`src/rtl/ysyx_23060203_csr_pkg.sv`:
```
// Shared CSR addresses, field positions and constants for the writeback/commit stage.
package ysyx_23060203_csr_pkg;

  localparam logic [11:0] CSR_MSTATUS   = 12'h300;
  localparam logic [11:0] CSR_MIE       = 12'h304;
  localparam logic [11:0] CSR_MTVEC     = 12'h305;
  localparam logic [11:0] CSR_MSCRATCH  = 12'h340;
  localparam logic [11:0] CSR_MEPC      = 12'h341;
  localparam logic [11:0] CSR_MCAUSE    = 12'h342;
  localparam logic [11:0] CSR_MIP       = 12'h344;
  localparam logic [11:0] CSR_MCYCLE    = 12'hB00;
  localparam logic [11:0] CSR_MINSTRET  = 12'hB02;
  localparam logic [11:0] CSR_MCYCLEH   = 12'hB80;
  localparam logic [11:0] CSR_MINSTRETH = 12'hB82;
  localparam logic [11:0] CSR_MVENDORID = 12'hF11;
  localparam logic [11:0] CSR_MARCHID   = 12'hF12;

  localparam int MSTATUS_MIE    = 3;
  localparam int MSTATUS_MPIE   = 7;
  localparam int MSTATUS_MPP_LO = 11;
  localparam int MIE_MTIE       = 7;
  localparam int MIP_MTIP       = 7;

  localparam int IRQ_M_TIMER = 7;

  localparam logic [31:0] MVENDORID_VAL = 32'h7973_7978;
  localparam logic [31:0] MARCHID_VAL   = 32'h015f_deeb;

  typedef enum logic [0:0] {
    ST_RUN   = 1'b0,
    ST_FLUSH = 1'b1
  } wbu_state_e;

endpackage

```
`src/rtl/ysyx_23060203_csr_counter.sv`:
```
// 64-bit event counter with independent low/high half write ports.
module ysyx_23060203_csr_counter #(
  parameter int W = 32
) (
  input  logic           clock,
  input  logic           reset,
  input  logic           inc,
  input  logic           wen_lo,
  input  logic           wen_hi,
  input  logic [W-1:0]   wdata,
  output logic [2*W-1:0] value
);

  logic [2*W-1:0] cnt;
  logic [2*W-1:0] cnt_inc;

  assign cnt_inc = cnt + {{(2*W-1){1'b0}}, inc};
  assign value   = cnt;

  // A write to one half replaces the increment; the other half simply holds.
  always_ff @(posedge clock) begin
    if (reset) begin
      cnt <= '0;
    end else begin
      cnt[W-1:0]   <= wen_lo ? wdata : (wen_hi ? cnt[W-1:0]   : cnt_inc[W-1:0]);
      cnt[2*W-1:W] <= wen_hi ? wdata : (wen_lo ? cnt[2*W-1:W] : cnt_inc[2*W-1:W]);
    end
  end

endmodule

```
`src/rtl/ysyx_23060203_wbu_trap.sv`:
```
// Writeback/commit stage: GPR write port, machine-mode CSRs, traps, timer IRQ, redirect.
//   state | meaning
//   RUN   | accepting retires from EXU
//   FLUSH | one-cycle redirect pulse to CSU, input stalled
module ysyx_23060203_wbu_trap
  import ysyx_23060203_csr_pkg::*;
#(
  parameter int XLEN           = 32,
  parameter int CAUSE_W        = 4,
  parameter int HAS_COUNTERS   = 1,
  parameter int MTVEC_VECTORED = 0
) (
  input  logic               clock,
  input  logic               reset,
  input  logic               in_valid,
  output logic               in_ready,
  input  logic [XLEN-1:0]    in_pc,
  input  logic               in_gpr_wen,
  input  logic [4:0]         in_gpr_waddr,
  input  logic [XLEN-1:0]    in_gpr_wdata,
  input  logic               in_csr_wen,
  input  logic [11:0]        in_csr_waddr,
  input  logic [XLEN-1:0]    in_csr_wdata,
  input  logic               in_exc,
  input  logic [CAUSE_W-1:0] in_cause,
  input  logic               in_ret,
  input  logic               in_fencei,
  input  logic               irq_timer,
  input  logic [11:0]        csr_raddr,
  output logic [XLEN-1:0]    csr_rdata,
  output logic               gpr_wen,
  output logic [4:0]         gpr_waddr,
  output logic [XLEN-1:0]    gpr_wdata,
  output logic               cs_flush,
  output logic [XLEN-1:0]    cs_dnpc,
  output logic               fencei
);

  wbu_state_e state;
  logic flush_q, fencei_q;

  logic mst_mie, mst_mpie, mie_mtie;
  logic [XLEN-1:0] mtvec_q, mepc_q, mcause_q, mscratch_q;
  logic [2*XLEN-1:0] mcycle_v, minstret_v, mcycle_rd, minstret_rd;

  logic accept, irq_pending, redirect, csr_we;
  logic [XLEN-1:0] mtvec_base, normal_dnpc, target, mstatus_rd, mie_rd, mip_rd;

  assign in_ready    = (state == ST_RUN);
  assign accept      = in_valid & in_ready;
  assign irq_pending = irq_timer & mst_mie & mie_mtie;
  assign redirect    = accept & (in_exc | in_ret | in_csr_wen | in_fencei | irq_pending);
  assign csr_we      = accept & in_csr_wen & ~in_exc;

  assign gpr_wen   = accept & in_gpr_wen & ~in_exc & (in_gpr_waddr != 5'd0);
  assign gpr_waddr = in_gpr_waddr;
  assign gpr_wdata = in_gpr_wdata;

  assign mtvec_base  = {mtvec_q[XLEN-1:2], 2'b00};
  assign normal_dnpc = in_ret ? mepc_q : in_pc + XLEN'(4);

  always_comb begin
    target = in_pc + XLEN'(4);
    if (in_exc)
      target = mtvec_base;
    else if (in_ret)
      target = mepc_q;
    else if (irq_pending)
      target = mtvec_base + ((MTVEC_VECTORED != 0 && mtvec_q[0]) ? XLEN'(4 * IRQ_M_TIMER) : '0);
  end

  always_ff @(posedge clock) begin
    if (reset) begin
      state    <= ST_RUN;
      flush_q  <= 1'b0;
      fencei_q <= 1'b0;
      cs_dnpc  <= '0;
    end else begin
      case (state)
        ST_RUN: begin
          if (redirect) begin
            state    <= ST_FLUSH;
            flush_q  <= 1'b1;
            fencei_q <= in_fencei;
            cs_dnpc  <= target;
          end
        end
        ST_FLUSH: begin
          state    <= ST_RUN;
          flush_q  <= 1'b0;
          fencei_q <= 1'b0;
        end
        default: state <= ST_RUN;
      endcase
    end
  end

  // Reset during the flush cycle swallows the pending pulse.
  assign cs_flush = flush_q & ~reset;
  assign fencei   = fencei_q & ~reset;

  always_ff @(posedge clock) begin
    if (reset) begin
      mst_mie    <= 1'b0;
      mst_mpie   <= 1'b0;
      mie_mtie   <= 1'b0;
      mtvec_q    <= '0;
      mepc_q     <= '0;
      mcause_q   <= '0;
      mscratch_q <= '0;
    end else if (accept) begin
      if (in_exc) begin
        mepc_q   <= in_pc;
        mcause_q <= XLEN'(in_cause);
        mst_mpie <= mst_mie;
        mst_mie  <= 1'b0;
      end else begin
        if (csr_we) begin
          case (in_csr_waddr)
            CSR_MSTATUS: begin
              mst_mie  <= in_csr_wdata[MSTATUS_MIE];
              mst_mpie <= in_csr_wdata[MSTATUS_MPIE];
            end
            CSR_MIE:      mie_mtie   <= in_csr_wdata[MIE_MTIE];
            CSR_MTVEC:    mtvec_q    <= {in_csr_wdata[XLEN-1:2], 1'b0,
                                         (MTVEC_VECTORED != 0) & in_csr_wdata[0]};
            CSR_MEPC:     mepc_q     <= {in_csr_wdata[XLEN-1:2], 2'b00};
            CSR_MCAUSE:   mcause_q   <= in_csr_wdata;
            CSR_MSCRATCH: mscratch_q <= in_csr_wdata;
            default: ;
          endcase
        end
        if (in_ret) begin
          mst_mie  <= mst_mpie;
          mst_mpie <= 1'b1;
        end
        // Interrupt entry lands after the instruction's own CSR/mret effects.
        if (irq_pending) begin
          mepc_q   <= normal_dnpc;
          mcause_q <= {1'b1, (XLEN-1)'(IRQ_M_TIMER)};
          mst_mpie <= mst_mie;
          mst_mie  <= 1'b0;
        end
      end
    end
  end

  ysyx_23060203_csr_counter #(.W(XLEN)) u_mcycle (
    .clock  (clock),
    .reset  (reset),
    .inc    (1'b1),
    .wen_lo (csr_we && in_csr_waddr == CSR_MCYCLE),
    .wen_hi (csr_we && in_csr_waddr == CSR_MCYCLEH),
    .wdata  (in_csr_wdata),
    .value  (mcycle_v)
  );

  ysyx_23060203_csr_counter #(.W(XLEN)) u_minstret (
    .clock  (clock),
    .reset  (reset),
    .inc    (accept & ~in_exc),
    .wen_lo (csr_we && in_csr_waddr == CSR_MINSTRET),
    .wen_hi (csr_we && in_csr_waddr == CSR_MINSTRETH),
    .wdata  (in_csr_wdata),
    .value  (minstret_v)
  );

  assign mcycle_rd   = (HAS_COUNTERS != 0) ? mcycle_v   : '0;
  assign minstret_rd = (HAS_COUNTERS != 0) ? minstret_v : '0;

  always_comb begin
    mstatus_rd                     = '0;
    mstatus_rd[MSTATUS_MIE]        = mst_mie;
    mstatus_rd[MSTATUS_MPIE]       = mst_mpie;
    mstatus_rd[MSTATUS_MPP_LO+:2]  = 2'b11;
    mie_rd                         = '0;
    mie_rd[MIE_MTIE]               = mie_mtie;
    mip_rd                         = '0;
    mip_rd[MIP_MTIP]               = irq_timer;
  end

  always_comb begin
    case (csr_raddr)
      CSR_MSTATUS:   csr_rdata = mstatus_rd;
      CSR_MIE:       csr_rdata = mie_rd;
      CSR_MTVEC:     csr_rdata = mtvec_q;
      CSR_MSCRATCH:  csr_rdata = mscratch_q;
      CSR_MEPC:      csr_rdata = mepc_q;
      CSR_MCAUSE:    csr_rdata = mcause_q;
      CSR_MIP:       csr_rdata = mip_rd;
      CSR_MCYCLE:    csr_rdata = mcycle_rd[XLEN-1:0];
      CSR_MCYCLEH:   csr_rdata = mcycle_rd[2*XLEN-1:XLEN];
      CSR_MINSTRET:  csr_rdata = minstret_rd[XLEN-1:0];
      CSR_MINSTRETH: csr_rdata = minstret_rd[2*XLEN-1:XLEN];
      CSR_MVENDORID: csr_rdata = XLEN'(MVENDORID_VAL);
      CSR_MARCHID:   csr_rdata = XLEN'(MARCHID_VAL);
      default:       csr_rdata = '0;
    endcase
  end

endmodule

```
`config.mk`:
```
export PLATFORM = sky130hd
export DESIGN_NAME = ysyx_23060203_wbu_trap
export DESIGN_NICKNAME = d
export VERILOG_FILES = /design/src/rtl/ysyx_23060203_csr_pkg.sv /design/src/rtl/ysyx_23060203_csr_counter.sv /design/src/rtl/ysyx_23060203_wbu_trap.sv
export SDC_FILE = /design/constraint.sdc
export NUM_CORES = 1
export LEC_CHECK = 0
export BUFFER_PORTS_ARGS = -buffer_cell sky130_fd_sc_hd__buf_4
export CAP_MARGIN = 20
export CORE_ASPECT_RATIO = 1.5
export CORE_UTILIZATION = 30
export CTS_CLUSTER_DIAMETER = 80
export DETAILED_ROUTE_END_ITERATION = 12
export GPL_ROUTABILITY_DRIVEN = 0
export PLACE_DENSITY_LB_ADDON = 0.05
export SLEW_MARGIN = 20
export SYNTH_ARGS = -nofsm -noshare
export SYNTH_HDL_FRONTEND = slang
export SYNTH_SLANG_ARGS = --single-unit
```
`constraint.sdc`:
```
create_clock -name clock -period 3.9 [get_ports clock]
set_clock_uncertainty 0.05 [all_clocks]
set_input_delay 0.78 -clock clock [delete_from_list [all_inputs] [get_ports clock]]
set_output_delay 0.78 -clock clock [all_outputs]
set_load 0.03 [all_outputs]
```
After elaboration in Yosys (flattened, before gate mapping)
Cells that the tools add are included.
- $add $sub $neg: 3
- equality and inequality tests: 29
- mux-type cells: 37
- bitwise logic cells: 19
- reduce and logical (&&, ||, !) cells: 17
- operator list (cell ; number):
    $mux W32 ; 20
    $pmux W32 S13 ; 1
    $eq A12 B10 Y1 const B ; 13
    $eq A12 B12 Y1 const B ; 10
    $add A64 B1 Y64 ; 1
    $add A64 B1 Y64 const B ; 1
    $add A32 B3 Y32 const B ; 1
    $reduce_and A4 Y1 ; 4
    $mux W1 ; 13
    $and A1 B1 Y1 ; 12
    $reduce_bool A3 Y1 ; 3
    $reduce_bool A4 Y1 ; 2
    $ne A2 B1 Y1 const B ; 3
    $pmux W1 S2 ; 3
    $reduce_and A3 Y1 ; 2
    $reduce_bool A5 Y1 ; 1
    $logic_and A1 B1 Y1 ; 4
    $ne A2 B2 Y1 const B ; 2
    $or A1 B1 Y1 ; 4
    $ne A3 B3 Y1 const B ; 1
    $not A1 Y1 ; 3
    $reduce_and A2 Y1 ; 1
- bits in registers: 292
- input port bits: 138
- output and inout port bits: 105
- word-level logic and storage cells: 120

Longest topological paths before layout
- word-level depth: 8
- mapped depth: 12

By module
From an unflattened synthesis, not the netlist that was laid out.
- cell total of the unflattened synthesis: 2345
- area total of the unflattened synthesis: 18032.3 sq um
- by module, submodules not included (module ; instances ; cells each ; area each (sq um)):
    ysyx_23060203_wbu_trap ; 1 ; 1357 ; 10124.7
    ysyx_23060203_csr_counter ; 2 ; 494 ; 3953.8

Worst setup path after synthesis
Ideal clock, no wire load.
- kind: in2out
- start point: input csr_raddr[0]
- end point: output csr_rdata[10]
- arrival time: 2.736 ns
- required time: 3.070 ns
- setup slack: 0.334 ns
- stages on the path: 7
- buffers on the path: 3
- cells stage by stage: clkbuf_1 -> or4b_2 -> clkbuf_1 -> nor2_1 -> buf_2 -> a22oi_1 -> nand4_1
- cells in the longest elaborated chain, start to end: 2
- elaborated cells on any way between the ends: 14
- classes of those cells: eq/ne (13); mux (1)
- RTL lines (what ; RTL line ; source):
    start: declaration ; ysyx_23060203_wbu_trap.sv:29 ; input logic [11:0] csr_raddr,
    $eq A12 B12 Y1 or $eq A12 B10 Y1 (tied branches) ; ysyx_23060203_wbu_trap.sv:183 ; case (csr_raddr)
    $pmux W32 S13 * ; ysyx_23060203_wbu_trap.sv:183 ;
    end: declaration ; ysyx_23060203_wbu_trap.sv:30 ; output logic [XLEN-1:0] csr_rdata,
Every way passes the cells marked *; elsewhere a longest branch is shown, timed or not.

Worst setup path in the final report
- start point: input csr_raddr[7]
- end point: output csr_rdata[11]
Same word-level chain as after synthesis.

==> impl_results.md <==
* Outcome: completed
* Largest area contributor in the netlist: dfxtp_1
* Sequential fraction of the synthesis area at 32.2%
* Hold Buf Count CTS at 0
* R2r setup slk at 730 ps
* Post-route ant nets at 0
* Vias at 20,500
* Largest net degree at the start of global routing at 98
* Clk sinks at 292
* Mapped Nets at 2,601
* Synth Area in XOR/XNOR at 2.51%
* RSZ-0062 raised after global routing: false
* Root Buffer: clkbuf_16
* Critical R2R Launch: state
* Dominant cells by area after synthesis: dfxtp_1 32%, nand2_1 8.0%, a21oi_1 6.9%
* Total Wirelength at 95.0 mm
* Pwr dens at 334 mW/mm²
* Most frequent cells in the layout: 389 x nand2_1, 292 x dfxtp_1, 287 x buf_4, 249 x a21oi_1, 172 x nor2_1
* Area of the multi-input gates at 0.0111 mm²
* Via density at 6.13
* # setup viols final at 0
* Worst Hold End: mcause_q[24]
* Initial Util at 30.3%
* Vias in the first global route at 19,100
* VDD IR-drop max at 0.274 mV
* Layout Area Growth over Synthesis at 19.0%
* Non-Filler Instances at 3,342
* DIE HEIGHT at 303 µm
* Post-synth EDFFs at 0
* CTS tree: done
* DP HPWL at 71.7 mm
* Area of the mapped netlist at 0.0181 mm²
* Post-route DRC at 0
* CP Max Fanout at 4
* Complex-gate fraction of the synthesized area at 26.4%
* Layout cell share with drive strength beyond 1 at 16.1%
* Htree depth at 2
* Post-synth ARST share at 0%
* Worst-case clock buffer depth at 3
* Final net count at 2,679
* Max-slew violation count at 0
* Sequential cell area at 0.00585 mm²
* Post-synthesis mux area share at 1.25%
* Post-cts sizing count at 0
* First-pass GRT wire length at 136 mm
* Setup TNS at 0 ps
* Floorplan row count at 110
* Core ar. at 0.0599 mm²
* Syn_area_per_cell at 7.38 µm²
* Worst-Margin Slew at 937 ps
* Iteration count of the initial detailed-routing pass at 8
* Fmax at 0.266 GHz
* Gr usage total at 30.0%
* Synth Register Bits at 292
* Post-Synth Simple-Gate Area at 30.1%
* Final hold violation count at 0
* GRT overflow at 0
* FF-to-FF path depth at 13
* Post-Synth Adder-Cell Area at 0.276%
* # fillers at 6,338
* Postcts setup bufs at 0
* Initial antenna violation count at 1
* Crit end category: primary output
* Hold depth at 2
* IO Count at 243
* Final worst-path cycle share at 96.5%
* Mapped Cells at 2,459
* Input/output buffers at 178
* Pleak at 7.16 nW
* Largest family of logic cells by synthesized area: simple AND/OR/NAND/NOR gates
* Crit path time final at 3760 ps
* WP data arrival at 2930 ps
* Startpoint types: primary input
* Wire length per cell at 28.4 µm
* Clock slew at the register clock pins of the worst setup and hold paths at 60 ps
* Initial DRC Count at 2,056
* Netlist cell types at 84
* HP Start: mcause_q[24]
* Slew HR at 37.5%
* Inst Count DP at 3,283
* Yosys warning count at 0
* WP data required at 3070 ps
* Most common cell after layout, fill and taps aside: nand2_1
* Clock Latency Late Sink at 540 ps
* R2r endpoint: u_minstret.value[38]
* Crit Path Class: primary input to primary output
* Die Span X at 203 µm
* Synth Flop Type: dfxtp_1
* Inserted Clock Buffers at 35
* Hold Path Class: register to register
* Die Area at 0.0615 mm²
* Max capacitance violation total at 0
* Synth top area share at 32.2%
==> area by class of cell <==
type / instances / share of cell area [%]
multi-input cells: 1885 / 51.3
clock buffers: 47 / 4.65
diodes: 1 / 0.0116
well taps: 784 / 4.54
inverters: 18 / 0.313
repair buffers: 305 / 11.6
flip-flops and latches: 292 / 27.1
clock inverters: 10 / 0.475
==> layer usage <==
| metal | global-route usage [%] | wire length [µm] |
|---|---|---|
| met4 | 16.1 | 5570 |
| met5 | 0 | 17 |
| met3 | 4.07 | 6300 |
| met2 | 52.4 | 46400 |
| met1 | 35.4 | 36600 |
==> critical path, cell delays in order <==
cell	delay [ps]
buf_4	160
nand3b_1	150
or4_1	470
or4_1	600
o31ai_1	210
a221oi_1	110
nand3_1	250
buf_4	210
==> through the flow <==
stage / cell area (µm²) / setup slack, ps / power [mW] / utilization [%] / hold slack, ps
finish: 21600 / 136 / 7.21 / 36.1 / 401
CTS: 21600 / 185 / 7.25 / 36.0 / 402
global route: 21600 / 78.8 / 7.41 / 36.1 / 421
floorplan: 18100 / 334 / 3.61 / - / 381
global placement: 20500 / 193 / 3.91 / 34.2 / 390
detailed placement: 20500 / 197 / 3.92 / 34.2 / 395
==> sequential cells by signal, indices dropped and copies added, names as in the netlist, 30 cells and up <==
| register | count |
|---|---|
| mcause_q | 32 |
| mepc_q | 32 |
| mscratch_q | 32 |
| u_minstret.value | 64 |
| cs_dnpc | 32 |
| u_mcycle.value | 64 |
| mtvec_q | 30 |
==> where the power goes <==
| group | internal [mW] | leakage [nW] | switching, mW |
|---|---|---|---|
| registers | 3.04 | 2.36 | 0.0537 |
| clock network | 1.93 | 0.548 | 1.42 |
| logic | 0.251 | 4.25 | 0.514 |
==> worst max path at each step <==
stage	from	slack [ps]	end
after detailed placement	csr_raddr[7]	200	csr_rdata[11]
after global routing	csr_raddr[7]	80	csr_rdata[11]
after global placement	csr_raddr[0]	190	csr_rdata[14]
final	csr_raddr[7]	140	csr_rdata[11]
after floorplan	csr_raddr[0]	330	csr_rdata[10]
after CTS	csr_raddr[7]	190	csr_rdata[3]
==> cells in the mapped netlist (7+ instances only) <==
library cell  instances
clkbuf_1            158
and2_1               18
o21ai_0              66
buf_4                53
dfxtp_1             292
o211ai_1             16
buf_2                43
nor3b_1               9
and3_1               32
o221ai_1             17
a221oi_1             37
nand2b_1             10
a311oi_1              9
a32oi_1               7
or3_1                21
nand2_1             389
or4_1                18
a222oi_1             44
xnor2_1              32
nor2_1              176
nand3_1             134
and4_1               22
a211oi_1             50
a21oi_1             250
nor4_1               39
o22ai_1              18
mux2i_1              17
inv_1                18
nor2b_1              10
a31oi_1              54
nand4_1              70
nor3_1               77
a22oi_1              97
a22o_1                9
xor2_1               20
==> cell families after synthesis <==
family | count (synthesis)
and+or+nand+nor | 1086
AOI/OAI and AO/OA | 721
DFF | 292
buffers and inverters | 282
xor gates and xnor gates | 52
muxes | 22
adders and majority gates | 4
(Power assumes the default switching activity.)
